==> src/rtl/qpu_exu_wbck_arbt_pkg.sv <==
// Shared QPU write-back definitions: requester IDs, starvation default and selector helpers.
// Round-robin helpers are used only when QPU_WBCK_RR_EN is defined.
package qpu_exu_wbck_arbt_pkg;

  localparam int QPU_WBCK_REQ_NUM    = 3;
  localparam int QPU_WBCK_STARVE_MAX = 4;

  typedef enum logic [1:0] {
    WBCK_ALU = 2'd0,
    WBCK_LSU = 2'd1,
    WBCK_FMR = 2'd2
  } wbck_id_e;

  localparam int ID_ALU = int'(WBCK_ALU);
  localparam int ID_LSU = int'(WBCK_LSU);
  localparam int ID_FMR = int'(WBCK_FMR);

  // Fixed order lsu > fmr > alu, one-hot result.
  function automatic logic [2:0] prio_pick(input logic [2:0] r);
    prio_pick = '0;
    if (r[ID_LSU])      prio_pick[ID_LSU] = 1'b1;
    else if (r[ID_FMR]) prio_pick[ID_FMR] = 1'b1;
    else if (r[ID_ALU]) prio_pick[ID_ALU] = 1'b1;
  endfunction

  function automatic wbck_id_e nxt_id(input wbck_id_e id);
    case (id)
      WBCK_ALU: nxt_id = WBCK_LSU;
      WBCK_LSU: nxt_id = WBCK_FMR;
      default:  nxt_id = WBCK_ALU;
    endcase
  endfunction

  function automatic wbck_id_e gnt_id(input logic [2:0] g);
    gnt_id = g[ID_FMR] ? WBCK_FMR : (g[ID_LSU] ? WBCK_LSU : WBCK_ALU);
  endfunction

  // First requester at or after the pointer, wrapping alu -> lsu -> fmr.
  function automatic logic [2:0] rr_pick(input logic [2:0] r, input wbck_id_e p);
    wbck_id_e id;
    id      = p;
    rr_pick = '0;
    for (int k = 0; k < 3; k++) begin
      if (rr_pick == 3'b000 && r[id]) rr_pick[id] = 1'b1;
      id = nxt_id(id);
    end
  endfunction

endpackage

==> src/rtl/qpu_exu_wbck_arbt_if.sv <==
// Write-back bus between the three execution requesters and the arbiter.
interface qpu_exu_wbck_arbt_if #(
  parameter int XLEN    = 32,
  parameter int RFIDX_W = 6
);
  logic               alu_wbck_valid;
  logic               alu_wbck_ready;
  logic [RFIDX_W-1:0] alu_wbck_idx;
  logic [XLEN-1:0]    alu_wbck_data;

  logic               lsu_wbck_valid;
  logic               lsu_wbck_ready;
  logic [RFIDX_W-1:0] lsu_wbck_idx;
  logic [XLEN-1:0]    lsu_wbck_data;

  logic               fmr_wbck_valid;
  logic               fmr_wbck_ready;
  logic [RFIDX_W-1:0] fmr_wbck_idx;
  logic [XLEN-1:0]    fmr_wbck_data;

  logic               cwbck_dest_wen;
  logic [RFIDX_W-1:0] cwbck_dest_idx;
  logic [XLEN-1:0]    cwbck_dest_data;
  logic               qcwbck_dest_wen;
  logic [RFIDX_W-1:0] qcwbck_dest_idx;
  logic [XLEN-1:0]    qcwbck_dest_data;
  logic               wbck_drop;
  logic               wbck_idle;

  modport master (
    output alu_wbck_valid, alu_wbck_idx, alu_wbck_data,
    output lsu_wbck_valid, lsu_wbck_idx, lsu_wbck_data,
    output fmr_wbck_valid, fmr_wbck_idx, fmr_wbck_data,
    input  alu_wbck_ready, lsu_wbck_ready, fmr_wbck_ready,
    input  cwbck_dest_wen, cwbck_dest_idx, cwbck_dest_data,
    input  qcwbck_dest_wen, qcwbck_dest_idx, qcwbck_dest_data,
    input  wbck_drop, wbck_idle
  );

  modport slave (
    input  alu_wbck_valid, alu_wbck_idx, alu_wbck_data,
    input  lsu_wbck_valid, lsu_wbck_idx, lsu_wbck_data,
    input  fmr_wbck_valid, fmr_wbck_idx, fmr_wbck_data,
    output alu_wbck_ready, lsu_wbck_ready, fmr_wbck_ready,
    output cwbck_dest_wen, cwbck_dest_idx, cwbck_dest_data,
    output qcwbck_dest_wen, qcwbck_dest_idx, qcwbck_dest_data,
    output wbck_drop, wbck_idle
  );
endinterface

==> src/rtl/qpu_exu_wbck_arbt_sel.sv <==
// 3-way grant selector for one write-back class (C or Q).
// Default: lsu > fmr > alu with loss counters; QPU_WBCK_RR_EN: round-robin pointer.
module qpu_exu_wbck_arbt_sel
  import qpu_exu_wbck_arbt_pkg::*;
#(
  parameter int STARVE_MAX = QPU_WBCK_STARVE_MAX
) (
  input  logic       clk,
  input  logic       rst,
  input  logic [2:0] req,
  output logic [2:0] gnt
);

`ifdef QPU_WBCK_RR_EN
  wbck_id_e ptr;

  assign gnt = rr_pick(req, ptr);

  always_ff @(posedge clk or posedge rst) begin
    if (rst)       ptr <= WBCK_ALU;
    else if (|gnt) ptr <= nxt_id(gnt_id(gnt));
  end
`else
  localparam int              CNT_W   = $clog2(STARVE_MAX + 1);
  localparam logic [CNT_W-1:0] CNT_SAT = CNT_W'(STARVE_MAX);

  logic [2:0][CNT_W-1:0] cnt;
  logic [2:0]            starve;

  for (genvar i = 0; i < 3; i++) begin : g_starve
    assign starve[i] = req[i] & (cnt[i] == CNT_SAT);
  end

  // Saturated requesters preempt; among them the default order still holds.
  assign gnt = (|starve) ? prio_pick(starve) : prio_pick(req);

  always_ff @(posedge clk or posedge rst) begin
    if (rst) begin
      cnt <= '0;
    end else begin
      for (int i = 0; i < 3; i++) begin
        if (!req[i] || gnt[i])   cnt[i] <= '0;
        else if (cnt[i] != CNT_SAT) cnt[i] <= cnt[i] + 1'b1;
      end
    end
  end
`endif

endmodule

==> src/rtl/qpu_gnrl_dfflr.sv <==
// General DFF library cell: load enable, asynchronous active-high reset to zero.
module qpu_gnrl_dfflr #(
  parameter int DW = 1
) (
  input  logic          clk,
  input  logic          rst,
  input  logic          lden,
  input  logic [DW-1:0] dnxt,
  output logic [DW-1:0] qout
);
  always_ff @(posedge clk or posedge rst) begin
    if (rst)       qout <= '0;
    else if (lden) qout <= dnxt;
  end
endmodule

==> src/rtl/qpu_exu_wbck_arbt.sv <==
// QPU execution write-back arbiter: alu/lsu/fmr onto classical and quantum register-file ports.
// Optional QPU_WBCK_RR_EN swaps fixed priority + starvation counters for round-robin.
module qpu_exu_wbck_arbt
  import qpu_exu_wbck_arbt_pkg::*;
#(
  parameter int XLEN       = 32,
  parameter int RFIDX_W    = 6,
  parameter int QCONST_NUM = 13,
  parameter int STARVE_MAX = QPU_WBCK_STARVE_MAX
) (
  input  logic               clk,
  input  logic               rst,
  qpu_exu_wbck_arbt_if.slave bus
);
  localparam int NREQ  = QPU_WBCK_REQ_NUM;
  localparam int LOW_W = RFIDX_W - 1;

  logic [NREQ-1:0]              vld;
  logic [NREQ-1:0][RFIDX_W-1:0] idx;
  logic [NREQ-1:0][XLEN-1:0]    dat;
  logic [1:0][NREQ-1:0]         cls_req, cls_gnt;
  logic [1:0]                   wen_nxt, drop_nxt, wen_q;
  logic [1:0][RFIDX_W-1:0]      idx_q;
  logic [1:0][XLEN-1:0]         dat_q;
  logic                         drop_q;

  assign vld[ID_ALU] = bus.alu_wbck_valid;
  assign vld[ID_LSU] = bus.lsu_wbck_valid;
  assign vld[ID_FMR] = bus.fmr_wbck_valid;
  assign idx[ID_ALU] = bus.alu_wbck_idx;
  assign idx[ID_LSU] = bus.lsu_wbck_idx;
  assign idx[ID_FMR] = bus.fmr_wbck_idx;
  assign dat[ID_ALU] = bus.alu_wbck_data;
  assign dat[ID_LSU] = bus.lsu_wbck_data;
  assign dat[ID_FMR] = bus.fmr_wbck_data;

  // Class 0 = classical file (idx MSB clear), class 1 = quantum file.
  for (genvar c = 0; c < 2; c++) begin : g_cls
    logic [RFIDX_W-1:0] s_idx;
    logic [XLEN-1:0]    s_dat;
    logic               ro;

    // Requests are masked in reset so ready stays low and nothing is counted.
    for (genvar i = 0; i < NREQ; i++) begin : g_req
      assign cls_req[c][i] = vld[i] & ~rst & (idx[i][RFIDX_W-1] == 1'(c));
    end

    qpu_exu_wbck_arbt_sel #(.STARVE_MAX(STARVE_MAX)) u_sel (
      .clk (clk),
      .rst (rst),
      .req (cls_req[c]),
      .gnt (cls_gnt[c])
    );

    always_comb begin
      s_idx = '0;
      s_dat = '0;
      for (int i = 0; i < NREQ; i++) begin
        if (cls_gnt[c][i]) begin
          s_idx |= idx[i];
          s_dat |= dat[i];
        end
      end
    end

    // Read-only targets: x0 in the classical file, the constant qubit slots in the quantum file.
    if (c == 0) begin : g_c_ro
      assign ro = (s_idx[LOW_W-1:0] == '0);
    end else begin : g_q_ro
      assign ro = (int'(s_idx[LOW_W-1:0]) < QCONST_NUM);
    end

    assign wen_nxt[c]  = (|cls_gnt[c]) & ~ro;
    assign drop_nxt[c] = (|cls_gnt[c]) &  ro;

    qpu_gnrl_dfflr #(.DW(1)) u_wen (
      .clk (clk), .rst (rst), .lden (1'b1), .dnxt (wen_nxt[c]), .qout (wen_q[c])
    );
    // idx/data only load on a real write so they hold across idle and dropped cycles.
    qpu_gnrl_dfflr #(.DW(RFIDX_W)) u_idx (
      .clk (clk), .rst (rst), .lden (wen_nxt[c]), .dnxt (s_idx), .qout (idx_q[c])
    );
    qpu_gnrl_dfflr #(.DW(XLEN)) u_dat (
      .clk (clk), .rst (rst), .lden (wen_nxt[c]), .dnxt (s_dat), .qout (dat_q[c])
    );
  end

  qpu_gnrl_dfflr #(.DW(1)) u_drop (
    .clk (clk), .rst (rst), .lden (1'b1), .dnxt (|drop_nxt), .qout (drop_q)
  );

  assign bus.alu_wbck_ready = cls_gnt[0][ID_ALU] | cls_gnt[1][ID_ALU];
  assign bus.lsu_wbck_ready = cls_gnt[0][ID_LSU] | cls_gnt[1][ID_LSU];
  assign bus.fmr_wbck_ready = cls_gnt[0][ID_FMR] | cls_gnt[1][ID_FMR];

  assign bus.cwbck_dest_wen   = wen_q[0];
  assign bus.cwbck_dest_idx   = idx_q[0];
  assign bus.cwbck_dest_data  = dat_q[0];
  assign bus.qcwbck_dest_wen  = wen_q[1];
  assign bus.qcwbck_dest_idx  = idx_q[1];
  assign bus.qcwbck_dest_data = dat_q[1];
  assign bus.wbck_drop        = drop_q;
  assign bus.wbck_idle        = rst | ~((|vld) | (|wen_q));

endmodule

==> src/flat_wrapper.sv <==
// flat-port wrapper written by rule: the top's interface ports become plain ports
module qpu_exu_wbck_arbt_flat import qpu_exu_wbck_arbt_pkg::*;
#(
  parameter int XLEN       = 32,
  parameter int RFIDX_W    = 6,
  parameter int QCONST_NUM = 13,
  parameter int STARVE_MAX = QPU_WBCK_STARVE_MAX
)
  (clk, rst, bus_alu_wbck_valid, bus_alu_wbck_idx, bus_alu_wbck_data, bus_lsu_wbck_valid, bus_lsu_wbck_idx, bus_lsu_wbck_data, bus_fmr_wbck_valid, bus_fmr_wbck_idx, bus_fmr_wbck_data, bus_alu_wbck_ready, bus_lsu_wbck_ready, bus_fmr_wbck_ready, bus_cwbck_dest_wen, bus_cwbck_dest_idx, bus_cwbck_dest_data, bus_qcwbck_dest_wen, bus_qcwbck_dest_idx, bus_qcwbck_dest_data, bus_wbck_drop, bus_wbck_idle);
  qpu_exu_wbck_arbt_if #(.XLEN(XLEN), .RFIDX_W(RFIDX_W)) bus_i ();
  input  logic clk;
  input  logic rst;
  input wire logic [$bits(bus_i.alu_wbck_valid)-1:0] bus_alu_wbck_valid;
  input wire logic [$bits(bus_i.alu_wbck_idx)-1:0] bus_alu_wbck_idx;
  input wire logic [$bits(bus_i.alu_wbck_data)-1:0] bus_alu_wbck_data;
  input wire logic [$bits(bus_i.lsu_wbck_valid)-1:0] bus_lsu_wbck_valid;
  input wire logic [$bits(bus_i.lsu_wbck_idx)-1:0] bus_lsu_wbck_idx;
  input wire logic [$bits(bus_i.lsu_wbck_data)-1:0] bus_lsu_wbck_data;
  input wire logic [$bits(bus_i.fmr_wbck_valid)-1:0] bus_fmr_wbck_valid;
  input wire logic [$bits(bus_i.fmr_wbck_idx)-1:0] bus_fmr_wbck_idx;
  input wire logic [$bits(bus_i.fmr_wbck_data)-1:0] bus_fmr_wbck_data;
  output wire logic [$bits(bus_i.alu_wbck_ready)-1:0] bus_alu_wbck_ready;
  output wire logic [$bits(bus_i.lsu_wbck_ready)-1:0] bus_lsu_wbck_ready;
  output wire logic [$bits(bus_i.fmr_wbck_ready)-1:0] bus_fmr_wbck_ready;
  output wire logic [$bits(bus_i.cwbck_dest_wen)-1:0] bus_cwbck_dest_wen;
  output wire logic [$bits(bus_i.cwbck_dest_idx)-1:0] bus_cwbck_dest_idx;
  output wire logic [$bits(bus_i.cwbck_dest_data)-1:0] bus_cwbck_dest_data;
  output wire logic [$bits(bus_i.qcwbck_dest_wen)-1:0] bus_qcwbck_dest_wen;
  output wire logic [$bits(bus_i.qcwbck_dest_idx)-1:0] bus_qcwbck_dest_idx;
  output wire logic [$bits(bus_i.qcwbck_dest_data)-1:0] bus_qcwbck_dest_data;
  output wire logic [$bits(bus_i.wbck_drop)-1:0] bus_wbck_drop;
  output wire logic [$bits(bus_i.wbck_idle)-1:0] bus_wbck_idle;
  assign bus_i.alu_wbck_valid = bus_alu_wbck_valid;
  assign bus_i.alu_wbck_idx = bus_alu_wbck_idx;
  assign bus_i.alu_wbck_data = bus_alu_wbck_data;
  assign bus_i.lsu_wbck_valid = bus_lsu_wbck_valid;
  assign bus_i.lsu_wbck_idx = bus_lsu_wbck_idx;
  assign bus_i.lsu_wbck_data = bus_lsu_wbck_data;
  assign bus_i.fmr_wbck_valid = bus_fmr_wbck_valid;
  assign bus_i.fmr_wbck_idx = bus_fmr_wbck_idx;
  assign bus_i.fmr_wbck_data = bus_fmr_wbck_data;
  assign bus_alu_wbck_ready = bus_i.alu_wbck_ready;
  assign bus_lsu_wbck_ready = bus_i.lsu_wbck_ready;
  assign bus_fmr_wbck_ready = bus_i.fmr_wbck_ready;
  assign bus_cwbck_dest_wen = bus_i.cwbck_dest_wen;
  assign bus_cwbck_dest_idx = bus_i.cwbck_dest_idx;
  assign bus_cwbck_dest_data = bus_i.cwbck_dest_data;
  assign bus_qcwbck_dest_wen = bus_i.qcwbck_dest_wen;
  assign bus_qcwbck_dest_idx = bus_i.qcwbck_dest_idx;
  assign bus_qcwbck_dest_data = bus_i.qcwbck_dest_data;
  assign bus_wbck_drop = bus_i.wbck_drop;
  assign bus_wbck_idle = bus_i.wbck_idle;
  qpu_exu_wbck_arbt #(.XLEN(XLEN), .RFIDX_W(RFIDX_W), .QCONST_NUM(QCONST_NUM), .STARVE_MAX(STARVE_MAX)) u_core (.clk(clk), .rst(rst), .bus(bus_i));
endmodule
==> config.mk <==
export PLATFORM = sky130hd
export DESIGN_NAME = qpu_exu_wbck_arbt_flat
export DESIGN_NICKNAME = d
export VERILOG_FILES = /design/src/rtl/qpu_exu_wbck_arbt_pkg.sv /design/src/rtl/qpu_exu_wbck_arbt_if.sv /design/src/rtl/qpu_exu_wbck_arbt_sel.sv /design/src/rtl/qpu_gnrl_dfflr.sv /design/src/rtl/qpu_exu_wbck_arbt.sv /design/src/flat_wrapper.sv
export SDC_FILE = /design/constraint.sdc
export NUM_CORES = 1
export LEC_CHECK = 0
export ABC_CLOCK_PERIOD_IN_PS = 7400
export BUFFER_PORTS_ARGS = -buffer_cell sky130_fd_sc_hd__buf_2
export CELL_PAD_IN_SITES_DETAIL_PLACEMENT = 0
export CELL_PAD_IN_SITES_GLOBAL_PLACEMENT = 1
export CORE_MARGIN = 2
export CORE_UTILIZATION = 35
export CTS_CLUSTER_DIAMETER = 30
export DETAILED_ROUTE_END_ITERATION = 10
export GPL_ROUTABILITY_DRIVEN = 0
export GPL_TIMING_DRIVEN = 0
export PLACE_DENSITY_LB_ADDON = 0.1
export SLEW_MARGIN = 10
export SYNTH_ARGS = -nofsm -noshare
export SYNTH_HDL_FRONTEND = slang
export SYNTH_HIERARCHICAL = 1
export SYNTH_SLANG_ARGS = --single-unit
==> constraint.sdc <==
create_clock -name clk -period 7.4 [get_ports clk]
set_clock_uncertainty 0.05 [all_clocks]
set_input_delay 0 -clock clk [delete_from_list [all_inputs] [get_ports clk]]
set_output_delay 0 -clock clk [all_outputs]
set_load 0.01 [all_outputs]
### Yosys cells after proc, flatten, opt, wreduce, memory -nomap -nowiden

Index checks and enable logic that the tools add are counted.

* input bits: 119
* bits in registers: 97
* logic and storage cells: 147

* order comparisons: 1
* mux-type cells: 50
* equality and inequality tests: 12
* reductions and logical operators: 26
* $add $sub $neg: 6
* bitwise gates (word level): 39

Operators by type and width (number)
* $mux 32: 6
* $or 32x32->32: 4
* $mux 3: 14
* $mux 6: 6
* $mux 1: 24
* $or 6x6->6: 4
* $and 1x1->1: 19
* $add 3x1->3 const B: 6
* $eq 3x3->1 const B: 6
* $ne 3x3->1 const B: 6
* $reduce_or 3->1: 5
* $reduce_bool 2->1: 6
* $not 1->1: 7
* $logic_not 1->1: 6
* $logic_or 1x1->1: 6
* $logic_not 5->1: 1
* $lt 5x4->1 const B: 1
* $or 1x1->1: 5
* $reduce_or 2->1: 2

### Depth between registers and ports, before layout

* depth after elaboration: 16
* depth in mapped cells: 13

### Modules after synthesis

Netlist, hierarchy kept.

Modules (own cells, without submodules)
* qpu_gnrl_dfflr at u_core.g_cls[0].u_dat ...: times used 2, area each 1348.8 µm², cells an instance 69, seq. area each 800.8 µm²
* qpu_exu_wbck_arbt: times used 1, area each 1276.2 µm², cells an instance 195, seq. area each 0.0 µm²
* qpu_exu_wbck_arbt_sel: times used 2, area each 579.3 µm², cells an instance 60, seq. area each 225.2 µm²
* qpu_gnrl_dfflr at u_core.g_cls[0].u_idx ...: times used 2, area each 255.2 µm², cells an instance 14, seq. area each 150.1 µm²
* qpu_gnrl_dfflr at u_core.g_cls[0].u_wen ...: times used 3, area each 43.8 µm², cells an instance 3, seq. area each 25.0 µm²

### Least setup slack after synthesis

Ideal clock, no wire load.

* kind: reg2reg
* start point: register u_core/g_cls[1].u_sel/cnt[6] (netlist name)
* end point: register u_core.g_cls[1].u_dat.qout[0]
* setup slack: 4.622 ns
* setup time: 0.125 ns
* path buffers: 4
* arrival: 2.603 ns
* cell stages (with the launch flop): 14
* data required time: 7.225 ns
* cells stage by stage: dfrtp_1 -> inv_1 -> ha_1 -> and3_1 -> buf_6 -> a31o_4 -> a21boi_1 -> buf_2 -> a222oi_1 -> a211o_1 -> nand2_1 -> buf_6 -> buf_12 -> mux2_4

RTL lines
* start, declared: line qpu_exu_wbck_arbt_sel.sv:27 `logic [2:0][CNT_W-1:0] cnt;`
* start signal, assigned: line qpu_exu_wbck_arbt_sel.sv:39 `cnt <= '0;`
* start signal, assigned by index: line qpu_exu_wbck_arbt_sel.sv:42 `if (!req[i] || gnt[i]) cnt[i] <= '0;`
* end signal, assigned: line qpu_gnrl_dfflr.sv:13 `else if (lden) qout <= dnxt;`
* end, declared: line qpu_gnrl_dfflr.sv:9 `output logic [DW-1:0] qout`

==> results.md <==
* Nets at 948
* Post-Syn Instances at 490
* CP max stage delay at 0.62 ns
* Fraction of layout cells with a size suffix above 1 at 40.1%
* Initial antenna violation count at 0
* Final TNS setup at 0 ns
* Ys Warns at 6
* Number of vias per cell at 5.28
* Number of port buffers at 201
* Synth Register Bits at 97
* Worst Path Class, Setup: input pin to register
* Drt first-iter violations at 556
* Mapped Area at 5770 µm²
* Die Span Y at 132 µm
* Main synth FF type: dfrtp_1
* First-pass DRT Iterations at 10
* Async S/R FF share, synth at 100%
* Area growth syn-to-layout at 47.5%
* Yosys top cell area share at 42.0%
* DRT Wirelength at 19400 µm
* CTS buffer count at 9
* # rows at 46
* Seq/Total Area, Yosys at 42.0%
* GRT Total Usage at 22.0%
* CP Cell Sequence: dlygate4sd3_1 -> buf_2 -> and3b_1 -> and3_1 -> buf_2 -> a211oi_1 -> buf_2 -> buf_1 -> a222oi_1 -> dlygate4sd3_1 -> inv_1 -> mux2_4
* Worst EP arrival at 3.91 ns
* Final setup fails at 0
* Clock tree root buffer cell: clkbuf_16
* Run status: finished, final reports clean
* P_leak at 4.64 nW
* Fin. max-slew vios at 0
* Final Util at 53.2%
* Remaining routing DRC violations at 0
* Count leader, synth: inv_1
* Worst slew pin tran at 0.807 ns
* Top cells by area, synth: dfrtp_1 (42%), mux2_4 (20%), a222oi_1 (13%)
* Critical Path Source Type: input pin
* Antenna viol nets, final at 0
* RSZ-0062 raised after global routing: no
* Number of I/O pins at 202
* CP most frequent cell: buf_2
* Grt ovf at 0
* Slowest cell on crit path: dlygate4sd3_1
* H-tree Lvls at 3
* Final Hold Violating Endpoints at 0
* WP data required at 7.64 ns
* Minimum clock period at 3.67 ns
* Post-synth EDFFs at 0
* Worst Hold Class: input pin to register
* Core area at 16000 µm²
* Die area at 17500 µm²
* Largest net degree at the start of global routing at 33
* Worst-Skew Late Latency at 0.34 ns
* Synth cell count leaders: inv_1 (99), dfrtp_1 (97), a222oi_1 (76), mux2_4 (75), buf_1 (14)
* Max cap viols at 0
* Period utilisation layout at 49.5%
* Ant diodes at 0
* Maximum clock insertion buffer count at 2
* Design Power at 1.63 mW
* Starting Density at 36.1%
* PostCTS Resize Cnt at 0
* Power Density at 192 nW/µm²
* Yosys cell types at 37
* Crit-path max FO at 16
* Die span in x at 132 µm
* Wirelength per Cell at 18.7 µm
* Vias in the first global route at 5797
* Worst VDD drop at 0.101 mV
* DR vias at 5477
* Max transition margin at 46.1%
* Cell taking the most area after synthesis: dfrtp_1
* DP HPWL at 13500 µm
* First-pass GRT wire length at 30500 µm
* Fmax at 273 MHz
* Syn_area_per_cell at 11.8 µm²
* Post-CTS Setup Bufs at 0
* R2r setup slk at 3.84 ns
* Critical Path End Type: register
* CTS tree: done
* Clk sinks at 97
* Worst-path clk slew at 0.07 ns
-- per-layer routing --
metal	global-route usage [%]	vias to the layer above	part of all wire, %
li1	-	2488	-
met1	28.8	2703	43
met2	37.2	268	48
met3	2.99	18	6.8
met4	7.77	0	1.4
met5	0	-	0
-- cell families (layout without fill, tap and decap cells) --
family	after synthesis	after routing	share of synthesized area (%)
multiplexers	81	81	20.7
AO/OA/AOI/OAI	103	103	16.9
XOR/XNOR	2	2	0.303
flip-flops	97	97	42.0
other	1	3	0.0649
buffers and inverters	137	467	11.7
AND/OR/NAND/NOR	57	57	5.81
adder cells (fa/ha/maj)	12	12	2.60
-- registers in the layout (all words and copies together) (netlist names) --
signal                   count
u_core/g_cls.u_dat/qout     64
u_core/g_cls.u_wen/qout      2
u_core/g_cls.u_idx/qout     12
u_core/g_cls.u_sel/cnt      18
u_core/u_drop/qout           1
-- power breakdown --
group          internal, mW  switching [mW]  leakage, nW
registers             0.598          0.0392         1.30
clock network         0.309           0.214        0.161
logic                 0.263           0.209         3.18
total                  1.17           0.462         4.64
-- through the flow --
step	instance area, µm²	worst slack (ns)	std cells	hold WS (ns)
2_1_floorplan	5780	4.62	492	-0.321
3_3_place_gp	7060	3.95	909	-0.0846
3_5_place_dp	7060	3.88	909	-0.0700
4_1_cts	8520	3.69	1038	0.000420
5_1_grt	8520	3.47	1038	0.0109
6_report	8520	3.73	1038	0.0105
-- critical path: cells and delay by family --
kind | cells | cell delay (ns)
AO/OA/AOI/OAI | 2 | 0.68
buffers and inverters | 7 | 2.60
multiplexers | 1 | 0.13
AND/OR/NAND/NOR | 2 | 0.49
-- layout make-up --
type | count | area, µm²
multi-input cells | 258 | 2680
fillers | 1464 | 7480
inverters | 99 | 372
flip-flops and latches | 97 | 2430
clock buffers | 11 | 243
repair buffers | 314 | 2140
plain buffers | 38 | 302
well taps | 216 | 270
clock inverters | 5 | 86.3
-- layout by cell type, fill, tap and decap left out, drive strengths merged, types with 6 or more instances in the layout --
cell           n
dfrtp         97
mux2          81
nand3          9
dlygate4sd3  113
and3           7
clkbuf        15
nand2         11
o21ai          6
a222oi        76
ha            12
nor2           8
inv          101
buf          235
-- worst paths after layout --
kind | start | end | cells past startpoint
setup / recovery | rst | u_core/g_cls[1].u_dat/qout[18] | 12
hold / removal | bus_alu_wbck_idx[3] | u_core/g_cls[1].u_idx/qout[3] | 4
setup reg to reg | u_core/g_cls[1].u_sel/cnt[0] | u_core/g_cls[1].u_dat/qout[18] | 10
hold reg to reg | u_core/g_cls[0].u_dat/qout[12] | u_core/g_cls[0].u_dat/qout[12] | 1
max in group asynchronous | rst | u_core/g_cls[1].u_dat/qout[14] | 3
min in group asynchronous | rst | u_core/g_cls[0].u_wen/qout | 3
-- repair_timing --
action,in CTS,in global routing
hold buffers,113,0
endpoints found under the setup margin,0,0
hold endpoints to repair,161,0
Note: power is estimated with default switching activity, not from simulation.
